## src/rtl/pc_seq_pkg.sv

```systemverilog
// Shared encodings for the multicycle PC sequencer: FSM states, decoded
// opcode/funct values and PC-source mux select codes.
package pc_seq_pkg;

    typedef enum logic [2:0] {
        FETCH  = 3'd0,
        DECODE = 3'd1,
        JUMP   = 3'd2,
        BRANCH = 3'd3,
        JREG   = 3'd4,
        EXEC   = 3'd5,
        HALT   = 3'd6
    } state_t;

    localparam logic [5:0] OP_RTYPE = 6'b000000;
    localparam logic [5:0] OP_J     = 6'b000010;
    localparam logic [5:0] OP_JAL   = 6'b000011;
    localparam logic [5:0] OP_BEQ   = 6'b000100;
    localparam logic [5:0] OP_BNE   = 6'b000101;
    localparam logic [5:0] FN_JR    = 6'b001000;

    localparam logic [1:0] SEL_ALU    = 2'b00;
    localparam logic [1:0] SEL_REG    = 2'b01;
    localparam logic [1:0] SEL_CONCAT = 2'b10;

    // Path taken out of DECODE; the halt opcode is a module parameter.
    function automatic state_t decode_next(input logic [5:0] op,
                                           input logic [5:0] fn,
                                           input logic [5:0] halt_op);
        if (op == OP_J || op == OP_JAL)
            return JUMP;
        else if (op == OP_BEQ || op == OP_BNE)
            return BRANCH;
        else if (op == OP_RTYPE && fn == FN_JR)
            return JREG;
        else if (op == halt_op)
            return HALT;
        else
            return EXEC;
    endfunction

endpackage

```

## src/rtl/pc_sequencer.sv

```systemverilog
// Multicycle PC sequencer: steps each instruction through FETCH/DECODE and an
// action state, drives the PC-source select, owns the PC and retire counter.
module pc_sequencer
    import pc_seq_pkg::*;
#(
    parameter logic [31:0] RESET_PC = 32'h0000_0000,
    parameter logic [5:0]  OP_HALT  = 6'b111111
) (
    input  logic        clk,
    input  logic        reset,
    input  logic [5:0]  opcode,
    input  logic [5:0]  funct,
    input  logic        alu_zero,
    input  logic [31:0] next_pc,
    input  logic        imem_valid,
    input  logic        op_done,
    output logic        imem_req,
    output logic [1:0]  sel_pc,
    output logic        pc_write,
    output logic        ir_write,
    output logic [31:0] pc,
    output logic [31:0] retired,
    output logic        halted
);

    state_t      state_reg, state_next;
    logic [31:0] pc_reg;
    logic [31:0] retired_reg;
    logic        retire;

    always_ff @(posedge clk or posedge reset) begin
        if (reset) begin
            state_reg   <= FETCH;
            pc_reg      <= RESET_PC;
            retired_reg <= 32'd0;
        end else begin
            state_reg <= state_next;
            if (pc_write)
                pc_reg <= next_pc;
            if (retire)
                retired_reg <= retired_reg + 32'd1;
        end
    end

    always_comb begin
        state_next = state_reg;
        imem_req   = 1'b0;
        sel_pc     = SEL_ALU;
        pc_write   = 1'b0;
        ir_write   = 1'b0;
        retire     = 1'b0;
        unique case (state_reg)
            FETCH: begin
                imem_req = 1'b1;
                if (imem_valid) begin
                    ir_write   = 1'b1;
                    pc_write   = 1'b1;
                    state_next = DECODE;
                end
            end
            DECODE: state_next = decode_next(opcode, funct, OP_HALT);
            JUMP: begin
                sel_pc     = SEL_CONCAT;
                pc_write   = 1'b1;
                retire     = 1'b1;
                state_next = FETCH;
            end
            BRANCH: begin
                // Target was latched into ALUOut during DECODE.
                sel_pc     = SEL_REG;
                pc_write   = ((opcode == OP_BEQ) &  alu_zero) |
                             ((opcode == OP_BNE) & ~alu_zero);
                retire     = 1'b1;
                state_next = FETCH;
            end
            JREG: begin
                pc_write   = 1'b1;
                retire     = 1'b1;
                state_next = FETCH;
            end
            EXEC: begin
                if (op_done) begin
                    retire     = 1'b1;
                    state_next = FETCH;
                end
            end
            HALT: state_next = HALT;
            default: state_next = FETCH;
        endcase
    end

    assign pc      = pc_reg;
    assign retired = retired_reg;
    assign halted  = (state_reg == HALT);

endmodule

```

## config.mk

```make
export PLATFORM = sky130hd
export DESIGN_NAME = pc_sequencer
export DESIGN_NICKNAME = d
export VERILOG_FILES = /design/src/rtl/pc_seq_pkg.sv /design/src/rtl/pc_sequencer.sv
export SDC_FILE = /design/constraint.sdc
export NUM_CORES = 1
export LEC_CHECK = 0
export CAP_MARGIN = 5
export CORE_AREA = 2 2 96 98
export CTS_CLUSTER_DIAMETER = 40
export CTS_CLUSTER_SIZE = 14
export DETAILED_ROUTE_END_ITERATION = 8
export DIE_AREA = 0 0 98 100
export GPL_ROUTABILITY_DRIVEN = 0
export GPL_TIMING_DRIVEN = 0
export PLACE_DENSITY = 0.62
export SYNTH_ARGS = -nofsm -noshare
export SYNTH_HDL_FRONTEND = slang
export SYNTH_SLANG_ARGS = --single-unit
```

## constraint.sdc

```tcl
create_clock -name clk -period 3.8 [get_ports clk]
set_clock_uncertainty 0.15 [all_clocks]
set_input_delay 0.95 -clock clk [delete_from_list [all_inputs] [get_ports clk]]
set_output_delay 0.95 -clock clk [all_outputs]
set_load 0.02 [all_outputs]
```

Word level (Yosys, flattened, before mapping)
Index checks and enable logic that the tools add are counted.
- flip-flop bits (word level): 67
- bits of input ports: 49
- word-level logic and storage cells: 44
- $add $sub $neg: 1
- equality and inequality tests: 14
- muxes and demuxes: 14
- bitwise operators: 4
- reductions and logical operators: 8
- operators with widths (kind ; count):
    $add A32 B1 Y32 const B ; 1
    $eq A6 B2 Y1 const B ; 2
    $eq A6 B3 Y1 const B ; 2
    $mux W3 ; 4
    $pmux W3 S4 ; 1
    $eq A3 B3 Y1 const B ; 3
    $eq A3 B2 Y1 const B ; 2
    $eq A6 B4 Y1 const B ; 1
    $eq A6 B6 Y1 const B ; 1
    $logic_not A6 Y1 ; 1
    $mux W1 ; 4
    $mux W2 ; 2
    $ne A2 B2 Y1 const B ; 2
    $pmux W2 S2 ; 1
    $eq A3 B1 Y1 const B ; 1
    $logic_not A3 Y1 ; 1
    $pmux W1 S3 ; 1
    $reduce_or A3 Y1 ; 1
    $and A1 B1 Y1 ; 2
    $logic_or A1 B1 Y1 ; 2
    $pmux W1 S2 ; 1
    $reduce_and A2 Y1 ; 1
    $reduce_or A2 Y1 ; 1
    $logic_and A1 B1 Y1 ; 1
    2 further kinds ; 2

Depth between registers and ports, before layout
- word-level depth: 6
- gate-level depth with buffers: 7
- gate-level depth less buffers: 5

Worst setup path after synthesis
OpenSTA, ideal clock, no wires.
- path type: in2out
- start point: input port opcode[1]
- end point: output port pc_write
- data arrival time: 1.895 ns
- required time: 2.700 ns
- setup slack: 0.805 ns
- cell stages on the path: 4
- buffers on the path: 1
- cells stage by stage: nor4_1 > nand2_1 > o21ai_2 > buf_6
- longest elaborated chain between the ends: 4
- ends and longest elaborated chain (element ; RTL line ; RTL):
    from (decl) ; pc_sequencer.sv:11 ; input logic [5:0] opcode,
    $eq A6 B3 Y1 (on tied branches) ; pc_sequencer.sv:71, pc_sequencer.sv:72 ;
    $and A1 B1 Y1 (on tied branches) ; pc_sequencer.sv:71, pc_sequencer.sv:72 ;
    $or A1 B1 Y1 * ; pc_sequencer.sv:71 ; pc_write = ((opcode == OP_BEQ) & alu_zero) |
    $pmux W1 S3 * ; pc_sequencer.sv:52 ; unique case (state_reg)
    to (decl) ; pc_sequencer.sv:19 ; output logic pc_write,
Mark *: on every way between the ends. The rest lies on a longest branch, timed or not.

Worst setup path in the final report
Ends and elaborated chain as after synthesis.

==> reports/metrics.yaml <==
crit_family: "buffers and inverters"
clock_sinks: 67
layout_min_cycle_time_ns: 3.71
synth.avg_cell_area_um2: 12.8
hold_viol: 0
vias: 2210
yosysMostFrequentCell: "dfrtp_1"
p_total_mw: 2.94
die_area_um2: 9800
antenna_found_initial: 0
place_hpwl_um: 4640
worst_slack_ns: 0.0910
ys_ff_latch: 67
fp.coreArea_um2: 8890
viasPerCell: 4.63
grt_pass1_wl_um: 10600
start_util_pct: 33.3
synth-edff-count: 0
vdd_drop_max_v: 0.000301
critPathArrivalTime_ns: 2.61
dp_slack_ns: -0.466
first_iter_violations: 38
synth_top_area_cell: "dfrtp_1"
slowest_stage: "clkdlybuf4s50_1"
async_reset_ff_share_pct: 100
maxCapViolCount: 0
clockBufferDepth: 2
finalMaxSlewViolations: 0
worst_pin_slew_ns: 0.825
numCtsBuffers: 9
insertion_delay_ns: 0.33
grt_max_degree: 68
yosys-top-cells-area: "dfrtp_1, mux2_1, xnor2_1, xor2_1, nand3_1"
yosysWarningCount: 0
grt_util_all_layers_pct: 13.6
postSynthCellCount: 231
rsz0062_at_grt: "false"
hold_class: "register to register"
syn_nets: 281
synth.top_cells.by_count: "dfrtp_1, mux2_1, xnor2_1"
wl_per_cell_um: 13.3
cp-end-kind: "output pin"
relSlewSlack_pct: 45.0
final_layout_size_suffix_gt1_share_pct: 9.02
synth.distinct_cells: 35
finalWirelength_um: 6360
synth.top_cell.area_share_pct: 56.6
finalSetupViolations: 0
syn_area_um2: 2960
fin_nets: 411
firstDrtPassIters: 4
yosysSeqAreaShare_pct: 56.6
cts_hold_buf: 0
power_leakage_nw: 1.88
fin_crit_sh_pct: 97.6
status: "complete, no violations"
syn_to_final_growth_pct: 51.6
synth_flop_cell: "dfrtp_1"
die_w_um: 98
worst-path-buf-inv: 3
grt-ovfl-total: 0
grt_pass1_vias: 2223
fp-row-count: 35
ant_nets: 0
cts_tree: "done"
path_clk_slew_ns: 0.07
root_buffer: "clkbuf_8"
h-tree-depth: 3
start_kind: "input port"
pwr_density_cell_nw_per_um2: 655
die_y_um: 100
portBuffers: 118
crit_type: "input port to output pin"
route.detailed.drc: 0
path_cells: "clkdlybuf4s50_1, nor4_1, nand2_1, o21ai_4, buf_6, dlygate4sd2_1"
crit_path_max_incr_delay_ns: 0.45
antenna_cells: 0
path_max_fanout: 10
fmax_mhz: 270
critPathRequiredTime_ns: 2.70
ios: 119
## final timing paths
path / startpoint / end / slack (ns) / cells after the start
setup / recovery: opcode[1] / pc_write / 0.09 / 6
hold / removal: retired[31]$_DFFE_PP0P_ / retired[31]$_DFFE_PP0P_ / 0.33 / 1
setup reg to reg: state_reg[2]$_DFFE_PP0P_ / pc[7]$_DFFE_PP0P_ / 1.68 / 8
hold reg to reg: retired[31]$_DFFE_PP0P_ / retired[31]$_DFFE_PP0P_ / 0.33 / 1
max in group asynchronous: reset / retired[26]$_DFFE_PP0P_ / 1.98 / 2
min in group asynchronous: reset / pc[11]$_DFFE_PP0P_ / 0.98 / 2
## stage by stage
stage | TNS (ns) | instance area [µm²] | hold WS [ns] | instances | utilization (%)
after global placement | -17.57 | 4280 | 0.311 | 460 | 48.2
final | 0 | 4490 | 0.328 | 477 | 50.5
after CTS | 0 | 4490 | 0.333 | 477 | 50.5
after floorplan | 0 | 2960 | 0.348 | 231 | -
after detailed placement | -0.466 | 4290 | 0.319 | 460 | 48.2
after global routing | 0 | 4490 | 0.351 | 477 | 50.5
## metal layers
layer | GRT usage (%) | vias to the layer above | wire, µm
met5 | 0 | - | 0
met4 | 4.49 | 0 | 75
met3 | 6.41 | 7 | 607
met2 | 21.9 | 76 | 3010
met1 | 16.2 | 1054 | 2660
li1 | - | 1073 | -
## cell usage in the layout, fill, tap and decap left out, types with 2 or more instances in the layout
master,n
clkbuf_8,10
and3_1,4
nor3_1,4
nor2_1,8
nand2b_1,3
xor2_1,9
o21ai_4,2
dfrtp_1,67
buf_2,3
nand4_1,11
clkdlybuf4s50_1,117
nand2_1,13
inv_1,3
nor3b_4,2
buf_4,2
and4_1,5
and2_1,2
nor4_1,3
nand3_1,15
buf_6,3
xnor2_1,24
clkinv_2,3
mux2_1,32
a21oi_1,3
## cell families after synthesis
logic type / count (synthesis) / synth area share [%]
and+or+nand+nor: 76 / 15.7
DFF: 67 / 56.6
muxes: 33 / 12.5
buffers and inverters: 11 / 2.41
adders and majority gates: 1 / 0.422
xor gates and xnor gates: 33 / 9.76
AOI/OAI and AO/OA: 10 / 2.58
## where the power goes
group / internal, mW / total, mW / switching (mW) / leakage [nW]
Sequential: 0.933 / 1.06 / 0.129 / 0.840
Clock: 0.318 / 0.578 / 0.261 / 0.0991
Combinational: 0.681 / 1.30 / 0.621 / 0.937
## layout make-up
class	instances	area, µm²
clock buffers	11	141
clock inverters	5	52.6
flip-flops and latches	67	1680
inverters	4	17.5
repair buffers	119	1190
multi-input cells	153	1220
plain buffers	7	56.3
fillers	813	4400
well taps	111	139
## what timing repair did
item | in CTS | in global routing
buffers inserted | 1 | 0
setup endpoints to repair | 1 | 0
hold endpoints to repair | 0 | 0
gates resized for setup | 2 | 0
Power figures use the tool's default switching activity.
